## config.mk

```make
export PLATFORM = sky130hd
export DESIGN_NAME = uart_tx_flat
export DESIGN_NICKNAME = d
export VERILOG_FILES = /design/src/rtl/uart_pkg.sv /design/src/rtl/uart_tx_if.sv /design/src/rtl/baud_gen_tx.sv /design/src/rtl/uart_tx.sv /design/src/flat_wrapper.sv
export SDC_FILE = /design/constraint.sdc
export NUM_CORES = 1
export LEC_CHECK = 0
export ABC_AREA = 1
export CAP_MARGIN = 20
export CELL_PAD_IN_SITES_DETAIL_PLACEMENT = 0
export CELL_PAD_IN_SITES_GLOBAL_PLACEMENT = 2
export CORE_MARGIN = 2
export CORE_UTILIZATION = 39
export CTS_BUF_LIST = sky130_fd_sc_hd__clkbuf_2 sky130_fd_sc_hd__clkbuf_4 sky130_fd_sc_hd__clkbuf_8
export CTS_CLUSTER_SIZE = 10
export DETAILED_ROUTE_END_ITERATION = 10
export MAX_ROUTING_LAYER = met4
export PLACE_DENSITY = 0.89
export REMOVE_ABC_BUFFERS = 1
export SYNTH_ARGS = -nofsm -noshare
export SYNTH_HDL_FRONTEND = slang
export SYNTH_SLANG_ARGS = --single-unit
```

## constraint.sdc

```tcl
create_clock -name clk -period 8.28 [get_ports clk]
set_clock_uncertainty 0.05 [all_clocks]
set_input_delay 1.656 -clock clk [delete_from_list [all_inputs] [get_ports clk]]
set_output_delay 1.656 -clock clk [all_outputs]
set_load 0.02 [all_outputs]
```

## src/rtl/uart_pkg.sv

```systemverilog
// Shared UART definitions: line encodings, TX state encoding and the baud divisor helper.
package uart_pkg;

  localparam int   DATA_BITS  = 8;
  localparam logic IDLE_LEVEL = 1'b1;

  typedef enum logic [1:0] {
    BAUD_2400  = 2'b00,
    BAUD_4800  = 2'b01,
    BAUD_9600  = 2'b10,
    BAUD_19200 = 2'b11
  } baud_sel_t;

  // Encoding 2'b11 is deliberately left out and behaves as no parity.
  typedef enum logic [1:0] {
    PAR_NONE = 2'b00,
    PAR_ODD  = 2'b01,
    PAR_EVEN = 2'b10
  } parity_t;

  typedef enum logic [2:0] {
    TX_IDLE   = 3'd0,
    TX_START  = 3'd1,
    TX_DATA   = 3'd2,
    TX_PARITY = 3'd3,
    TX_STOP   = 3'd4
  } tx_state_t;

  // Clocks per bit; the clock must be fast enough that the result is at least 2.
  function automatic logic [15:0] baud_div(input int clk_hz, input logic [1:0] sel);
    int baud;
    case (sel)
      BAUD_2400: baud = 2400;
      BAUD_4800: baud = 4800;
      BAUD_9600: baud = 9600;
      default:   baud = 19200;
    endcase
    return 16'(clk_hz / baud);
  endfunction

endpackage

```

## src/rtl/uart_tx_if.sv

```systemverilog
// Handshake, frame configuration and serial line shared between a UART TX user and the transmitter.
interface uart_tx_if;
  logic [1:0] baud_rate;
  logic [1:0] parity_type;
  logic       stop_bits;
  logic       tx_start;
  logic [7:0] data_in;
  logic       tx_out;
  logic       busy;
  logic       done;

  modport master (
    output baud_rate, parity_type, stop_bits, tx_start, data_in,
    input  tx_out, busy, done
  );

  modport slave (
    input  baud_rate, parity_type, stop_bits, tx_start, data_in,
    output tx_out, busy, done
  );
endinterface

```

## src/rtl/baud_gen_tx.sv

```systemverilog
// Loadable modulo-DIV counter; bit_tick marks the last clock of every bit period.
module baud_gen_tx (
  input  logic        clk,
  input  logic        rst,
  input  logic        load,
  input  logic [15:0] div,
  output logic        bit_tick
);

  logic [15:0] cnt_q, cnt_d;

  assign bit_tick = (cnt_q == div - 16'd1);

  always_comb begin
    cnt_d = cnt_q + 16'd1;
    if (load || bit_tick) begin
      cnt_d = '0;
    end
  end

  always_ff @(posedge clk or negedge rst) begin
    if (!rst) begin
      cnt_q <= '0;
    end else begin
      cnt_q <= cnt_d;
    end
  end

endmodule

```

## src/rtl/uart_tx.sv

```systemverilog
// 8-bit UART transmitter: start bit, LSB-first data, optional parity, one or two stop bits.
module uart_tx #(
  parameter int CLK_HZ = 50_000_000
) (
  input  logic      clk,
  input  logic      rst,
  uart_tx_if.slave  bus
);
  import uart_pkg::*;

  localparam logic [2:0] S_IDLE   = TX_IDLE;
  localparam logic [2:0] S_START  = TX_START;
  localparam logic [2:0] S_DATA   = TX_DATA;
  localparam logic [2:0] S_PARITY = TX_PARITY;
  localparam logic [2:0] S_STOP   = TX_STOP;
  localparam logic [2:0] LAST_BIT = 3'(DATA_BITS - 1);

  logic [2:0]  state_q, state_d;
  logic [2:0]  bit_idx_q, bit_idx_d;
  logic        stop_cnt_q, stop_cnt_d;
  logic [7:0]  data_q, data_d;
  logic        par_en_q, par_en_d;
  logic        par_bit_q, par_bit_d;
  logic        two_stop_q, two_stop_d;
  logic [15:0] div_q, div_d;
  logic        tx_q, tx_d;
  logic        busy_q, busy_d;
  logic        done_q, done_d;
  logic        load;
  logic        bit_tick;

  baud_gen_tx u_baud (
    .clk      (clk),
    .rst      (rst),
    .load     (load),
    .div      (div_q),
    .bit_tick (bit_tick)
  );

  // Outputs are computed one cycle ahead so tx_out/busy/done come straight from flops.
  always_comb begin
    state_d    = state_q;
    bit_idx_d  = bit_idx_q;
    stop_cnt_d = stop_cnt_q;
    data_d     = data_q;
    par_en_d   = par_en_q;
    par_bit_d  = par_bit_q;
    two_stop_d = two_stop_q;
    div_d      = div_q;
    tx_d       = tx_q;
    busy_d     = busy_q;
    done_d     = 1'b0;
    load       = 1'b0;

    case (state_q)
      S_IDLE: begin
        tx_d   = IDLE_LEVEL;
        busy_d = 1'b0;
        if (bus.tx_start) begin
          data_d     = bus.data_in;
          two_stop_d = bus.stop_bits;
          div_d      = baud_div(CLK_HZ, bus.baud_rate);
          par_en_d   = 1'b0;
          par_bit_d  = 1'b0;
          if (bus.parity_type == PAR_ODD) begin
            par_en_d  = 1'b1;
            par_bit_d = ~^bus.data_in;
          end else if (bus.parity_type == PAR_EVEN) begin
            par_en_d  = 1'b1;
            par_bit_d = ^bus.data_in;
          end
          load    = 1'b1;
          state_d = S_START;
          tx_d    = 1'b0;
          busy_d  = 1'b1;
        end
      end
      S_START: begin
        if (bit_tick) begin
          state_d   = S_DATA;
          bit_idx_d = '0;
          tx_d      = data_q[0];
        end
      end
      S_DATA: begin
        if (bit_tick) begin
          if (bit_idx_q == LAST_BIT) begin
            if (par_en_q) begin
              state_d = S_PARITY;
              tx_d    = par_bit_q;
            end else begin
              state_d    = S_STOP;
              stop_cnt_d = 1'b0;
              tx_d       = IDLE_LEVEL;
            end
          end else begin
            bit_idx_d = bit_idx_q + 3'd1;
            tx_d      = data_q[bit_idx_q + 3'd1];
          end
        end
      end
      S_PARITY: begin
        if (bit_tick) begin
          state_d    = S_STOP;
          stop_cnt_d = 1'b0;
          tx_d       = IDLE_LEVEL;
        end
      end
      S_STOP: begin
        if (bit_tick) begin
          if (two_stop_q && !stop_cnt_q) begin
            stop_cnt_d = 1'b1;
          end else begin
            state_d = S_IDLE;
            busy_d  = 1'b0;
            done_d  = 1'b1;
            tx_d    = IDLE_LEVEL;
          end
        end
      end
      default: begin
        state_d = S_IDLE;
        tx_d    = IDLE_LEVEL;
        busy_d  = 1'b0;
      end
    endcase
  end

  always_ff @(posedge clk or negedge rst) begin
    if (!rst) begin
      state_q    <= S_IDLE;
      bit_idx_q  <= '0;
      stop_cnt_q <= 1'b0;
      data_q     <= '0;
      par_en_q   <= 1'b0;
      par_bit_q  <= 1'b0;
      two_stop_q <= 1'b0;
      div_q      <= '0;
      tx_q       <= IDLE_LEVEL;
      busy_q     <= 1'b0;
      done_q     <= 1'b0;
    end else begin
      state_q    <= state_d;
      bit_idx_q  <= bit_idx_d;
      stop_cnt_q <= stop_cnt_d;
      data_q     <= data_d;
      par_en_q   <= par_en_d;
      par_bit_q  <= par_bit_d;
      two_stop_q <= two_stop_d;
      div_q      <= div_d;
      tx_q       <= tx_d;
      busy_q     <= busy_d;
      done_q     <= done_d;
    end
  end

  assign bus.tx_out = tx_q;
  assign bus.busy   = busy_q;
  assign bus.done   = done_q;

endmodule

```

## src/flat_wrapper.sv

```systemverilog
// flat-port wrapper written by rule: the top's interface ports become plain ports
module uart_tx_flat import uart_pkg::*;
#(
  parameter int CLK_HZ = 50_000_000
)
  (clk, rst, bus_baud_rate, bus_parity_type, bus_stop_bits, bus_tx_start, bus_data_in, bus_tx_out, bus_busy, bus_done);
  uart_tx_if bus_i ();
  input  logic clk;
  input  logic rst;
  input wire logic [$bits(bus_i.baud_rate)-1:0] bus_baud_rate;
  input wire logic [$bits(bus_i.parity_type)-1:0] bus_parity_type;
  input wire logic [$bits(bus_i.stop_bits)-1:0] bus_stop_bits;
  input wire logic [$bits(bus_i.tx_start)-1:0] bus_tx_start;
  input wire logic [$bits(bus_i.data_in)-1:0] bus_data_in;
  output wire logic [$bits(bus_i.tx_out)-1:0] bus_tx_out;
  output wire logic [$bits(bus_i.busy)-1:0] bus_busy;
  output wire logic [$bits(bus_i.done)-1:0] bus_done;
  assign bus_i.baud_rate = bus_baud_rate;
  assign bus_i.parity_type = bus_parity_type;
  assign bus_i.stop_bits = bus_stop_bits;
  assign bus_i.tx_start = bus_tx_start;
  assign bus_i.data_in = bus_data_in;
  assign bus_tx_out = bus_i.tx_out;
  assign bus_busy = bus_i.busy;
  assign bus_done = bus_i.done;
  uart_tx #(.CLK_HZ(CLK_HZ)) u_core (.clk(clk), .rst(rst), .bus(bus_i));
endmodule
```

# Yosys cells after proc, flatten, opt, wreduce, memory -nomap -nowiden
# Cells that the tools add are included.
[classes] add_sub_neg=3 mul=0 div_mod_pow=1 n_lt_le_gt_ge=1 n_eq_ne=20 n_shift=0 mux=47 bitwise=1 n_reduce_logical=16
[ops] cell="$mux 32" count=2
[ops] cell="$pmux 15 s3" count=1
[ops] cell="$mux 3" count=11
[ops] cell="$div 27x32->32 const A" count=1
[ops] cell="$mux 1" count=26
[ops] cell="$add 16x1->16 const B" count=1
[ops] cell="$eq 16x16->1" count=1
[ops] cell="$mux 16" count=1
[ops] cell="$ne 2x2->1 const B" count=8
[ops] cell="$sub 16x1->16 const B" count=1
[ops] cell="$pmux 3 s5" count=1
[ops] cell="$reduce_and 7->1" count=2
[ops] cell="$reduce_xnor 8->1" count=1
[ops] cell="$reduce_xor 8->1" count=1
[ops] cell="$eq 3x2->1 const B" count=2
[ops] cell="$eq 3x3->1 const B" count=2
[ops] cell="$pmux 1 s3" count=2
[ops] cell="$pmux 3 s2" count=1
[ops] cell="$pmux 1 s5" count=1
[ops] cell="$reduce_and 5->1" count=1
[ops] cell="$eq 2x1->1 const B" count=2
[ops] cell="$eq 2x2->1 const B" count=2
[ops] cell="$lt 3x4->1 const B" count=1
[ops] cell="$ne 2x1->1 const B" count=2
[ops] cell="15 further kinds" count=15
[word_totals] ff_bits=53 latchBits=0 ram_bits=0 mem_bits_ro=0 inputBits=16 output_inout_bits=3 wordCells=101 mem_count=0

# Longest topological paths before layout
[depth] depth_word=6 depth_mapped=97 ltp_nobuf=96

# Hierarchy
# Synthesis repeated with hierarchy kept, for this count alone.
[unflattened] hier_cells=1057 hier_area_um2=6575.1
[modules_own_cells] module="uart_tx" instances=1 cells_each=827 area_each_um2=5091.1 seq_area_each_um2=852.1
[modules_own_cells] module="baud_gen_tx" instances=1 cells_each=230 area_each_um2=1483.9 seq_area_each_um2=400.4

# Worst setup path before layout
# Ideal clock, no wire load.
[synth_timing] path_kind="input to register" startpoint="input port bus_baud_rate[0]" endpoint="register u_core.div_q[1]" setup_time_ps=121 arrival_time_ps=11426 required_ps=8109 slack_ps=-3318 path_stages=89 path_cell_list="inv_1 ha_1 buf_6 clkinv_1 ha_1 inv_1 a21oi_1 nor2_1 inv_1 nor2_1 ha_1 nand2_2 nand2_2 nand2_4 o21a_1 inv_1 ha_1 nor2_1 [53 not listed] nand2_1 nand2_1 nand2_1 nand2_1 nor2_2 nand2_4 nand3_2 nand2_1 nand2_1 nand2_1 nor2_1 nand3_1 nand2_1 nand2_1 nand2_1 nand3_1 nor2_1 nor2_1"
[synth_between] elab_chain_cells=5
[synth_rtl] item="start, declared" line="flat_wrapper.sv:10" rtl="input wire logic [$bits(bus_i.baud_rate)-1:0] bus_baud_rate;"
[synth_rtl] item="$eq 2x2->1, or another cell as far along" line="uart_pkg.sv:32" rtl="case (sel)"
[synth_rtl] item="$pmux 15 s3 *" line="uart_pkg.sv:32"
[synth_rtl] item="$mux 32 *" line="uart_tx.sv:59" rtl="if (bus.tx_start) begin"
[synth_rtl] item="$mux 32 *" line="uart_tx.sv:55" rtl="case (state_q)"
[synth_rtl] item="$div 27x32->32 *" line="uart_pkg.sv:38" rtl="return 16'(clk_hz / baud);"
[synth_rtl] item="end signal, assigned" line="uart_tx.sv:150" rtl="div_q <= div_d;"
[synth_rtl] item="end, declared" line="uart_tx.sv:25" rtl="logic [15:0] div_q, div_d;"
# Every way passes the cells marked *; elsewhere a longest branch is shown, timed or not. The select of a mux whose other input is x is not followed.
# A chain may end at the register's enable or synchronous reset.

# Worst setup path in the final report
# Same ends and word-level chain as after synthesis.

==> results_dict.tcl <==
set metrics [dict create \
    status "complete, but fails checks" \
    violations "negative setup slack" \
    worst_slack_ns -2.46 \
    clkLatencyLatePin_ns 0.32 \
    ff2ff_setup_slack_ns 4.12 \
    die_h_um 131 \
    startpoint "bus_baud_rate[0]" \
    htree_levels 2 \
    switching_share_pct 46.0 \
    worstSetupPathType "in2reg" \
    rsz0062_at_grt "yes" \
    worstMarginPinSlew_ns 0.871 \
    grt_pass1_vias 6794 \
    drt-met1-wl_um 9070 \
    grt_pass1_wl_um 33000 \
    maxCapViolCount 0 \
    grt_max_degree 51 \
    fin_cells 1431 \
    hpwl_um 15000 \
    crit_arrival_ns 10.90 \
    final_area_sq_um 8860 \
    vias_per_cell 4.93 \
    pin_count 19 \
    slew_headroom_pct 41.9 \
    max_stage_delay_ns 0.29 \
    seq_power_share_pct 25.6 \
    final_nets 1260 \
    gp_congestion 0.926 \
    route.met3.wl_um 779 \
    die_x_um 131 \
    cts_tree "yes" \
    setup_violations 4 \
    yosysUniqueCellTypes 55 \
    critical_path.max_fanout 6 \
    clock_path_buffers 2 \
    power.share.clock_pct 9.3 \
    vias 7061 \
    required_ns 8.45 \
    p_int_uw 843 \
    cp_top_family "simple AND/OR/NAND/NOR gates" \
    hold_slack_ns 0.414 \
    r2r-start "u_core.div_q[1]$_DFFE_PN0P_" \
    synth_warnings 0 \
    fin_crit_sh_pct 130 \
    hold_viol 0 \
    synth_area_sq_um 6260 \
    ys_seq_area_share_pct 20.0 \
    cp_slowest_cell "ha_4" \
    die_area_sq_um 17100 \
    core_area_sq_um 15800 \
    rows 46 \
    routedWlPerCell_um 14.3 \
    power_density_nw_per_um2 176 \
    utilization_pct 56.2 \
    peakVddDrop_v 0.0000832 \
    path_buf_inv 11 \
    slew_viol_final 0 \
    cp-start-kind "input port" \
    ant_nets 0 \
    worstHoldStart "u_core.bus.tx_out$_DFFE_PN1P_" \
    p_total_mw 1.56 \
    diodes 0 \
    wl_met2_um 10100 \
    drc 0 \
    antenna_found_initial 0 \
    avgSynthCellArea_sq_um 6.35 \
    fmax_mhz 93.1 \
    numCtsBuffers 5 \
    io_buffers 18 \
    p_switching_uw 717 \
    drt_iter0_markers 338 \
    wl_um 20500 \
    area_growth_syn_to_layout_pct 41.5 \
    initial_core_util_pct 39.7 \
    clk_pin_slew_ns 0.10 \
    highest-signal-layer "met4" \
    clock-sinks 50 \
    synth_cells 987 \
    grt_overflow 0 \
    dp_cells 1355 \
    cts_hold_buf 0 \
    critPathCaptureType "flop" \
    track_usage_pct 25.1 \
    cts_root_buffer "clkbuf_8" \
    placed_area_sq_um 7690 \
    leakagePower_nw 4.57 \
    firstDrtPassIters 5 \
    drive_gt1_share_pct 34.2 \
    layout_min_cycle_time_ns 10.74 \
    p_comb_share_pct 65.0 \
    ys_ff_latch 50 \
    hp-class "reg2reg" \
]
==> layer usage <==
layer	track usage, %	vias up
met1	30.6	3225
met3	2.85	42
met2	42.7	143
met4	9.32	0
li1	-	3651
met5	-	-
==> worst reg2reg max path: stages, from the launching register on <==
cell and delay (ns):
dfrtp_1 0.39, inv_1 0.15, ha_1 0.21, nand2_1 0.09
nor3_1 0.31, nand2_1 0.12, nor2_1 0.19, inv_1 0.11
nor4_1 0.27, xor2_1 0.21, nand3_1 0.09, nor3_1 0.14
nand4_1 0.21, a21oi_1 0.23, nor2_1 0.09, a311oi_1 0.26
inv_1 0.10, nor3_1 0.45, nor2_1 0.08, inv_1 0.08
nand4_1 0.09, nand2_1 0.07, o21ai_0 0.07
==> synth_stat cells, drive strengths merged <==
library cell | n | share of area, %
a221oi | 1 | 0.14
a311oi | 1 | 0.14
a41oi | 1 | 0.14
o31ai | 5 | 0.60
o22ai | 3 | 0.30
o221ai | 1 | 0.14
nand3b | 6 | 0.72
o2111ai | 1 | 0.14
and2 | 1 | 0.10
xnor2 | 16 | 2.2
ha | 30 | 6.0
nand2 | 334 | 23
o211ai | 4 | 0.48
nor4b | 1 | 0.14
inv | 133 | 8.1
buf | 18 | 2.7
o21ai | 53 | 4.6
o21a | 3 | 0.36
clkbuf | 4 | 0.24
xor2 | 23 | 3.2
nand3 | 96 | 9.0
clkinv | 9 | 0.58
nor2 | 94 | 6.8
a211oi | 2 | 0.24
nor3b | 8 | 0.96
a31o | 4 | 0.56
nor3 | 21 | 1.7
dfstp | 1 | 0.42
a32o | 1 | 0.16
nand4 | 21 | 2.1
or2 | 2 | 0.20
dfrtp | 49 | 20
a31oi | 8 | 0.80
a21oi | 27 | 2.5
nor4 | 3 | 0.30
a2111oi | 2 | 0.28
==> logic make-up after synthesis <==
family | share of synthesized area (%)
buffers and inverters | 11.6
and+or+nand+nor | 45.4
adders and majority gates | 5.99
DFF | 20.0
xor gates and xnor gates | 5.45
AOI/OAI and AO/OA | 11.5
==> path summary, 6_finish.rpt <==
kind | to | cells past startpoint
max | u_core.div_q[1]$_DFFE_PN0P_ | 88
min reg2reg | u_core.bus.tx_out$_DFFE_PN1P_ | 2
min | u_core.bus.tx_out$_DFFE_PN1P_ | 2
max in group asynchronous | u_core.div_q[13]$_DFFE_PN0P_ | 2
max reg2reg | u_core.stop_cnt_q$_DFFE_PN0P_ | 22
min in group asynchronous | u_core.u_baud.cnt_q[9]$_DFF_PN0_ | 2
==> layout make-up <==
class,count,area [sq um]
Fill cell,1603,6910
Clock inverter,2,13.8
Inverter,142,576
Timing Repair Buffer,241,1890
Clock buffer,6,76.3
Multi-Input combinational cell,774,4780
Sequential cell,50,1250
Tap cell,216,270
==> power groups by stage <==
| stage | clock, mW | combinational [mW] | sequential (mW) |
|---|---|---|---|
| finish | 0.146 | 1.01 | 0.400 |
| global placement | 0 | 0.867 | 0.405 |
| global route | 0.163 | 1.14 | 0.413 |
| detailed placement | 0 | 0.873 | 0.404 |
| floorplan | 0 | 0.573 | 0.390 |
| CTS | 0.152 | 0.958 | 0.400 |
==> per-stage QoR <==
stage          setup TNS [ns]  setup WS, ns
2_1_floorplan          -12.69         -4.08
3_3_place_gp           -10.61         -3.58
3_5_place_dp           -11.52         -3.81
4_1_cts                 -6.58         -2.59
5_1_grt                 -8.53         -3.15
6_report                -6.27         -2.46
==> state kept, by name (all words and copies together) (netlist names), 3 cells and up <==
| name | count |
|---|---|
| u_core.state_q | 3 |
| u_core.div_q | 13 |
| u_core.data_q | 8 |
| u_core.u_baud.cnt_q | 16 |
| u_core.bit_idx_q | 3 |
==> cell usage in the layout, fill, tap and decap left out, types with 21 or more instances in the layout <==
cell	Yosys	routed
inv_1	125	113
nor3_1	21	21
o21ai_0	46	40
nor2_1	85	76
buf_4	5	215
nand4_1	21	21
nand2_2	35	51
nand2_4	15	24
dfrtp_1	49	49
xor2_1	23	23
nand2_1	283	259
nand3_1	82	71
==> timing repair <==
| action | in CTS | in global routing |
|---|---|---|
| gates resized for setup | 92 | 65 |
| pin swaps | 61 | 70 |
| cloned | 1 | 0 |
| hold endpoints to repair | 0 | 0 |
| endpoints found under the setup margin | 4 | 4 |
| setup buffers | 61 | 12 |
(Power assumes the default switching activity.)
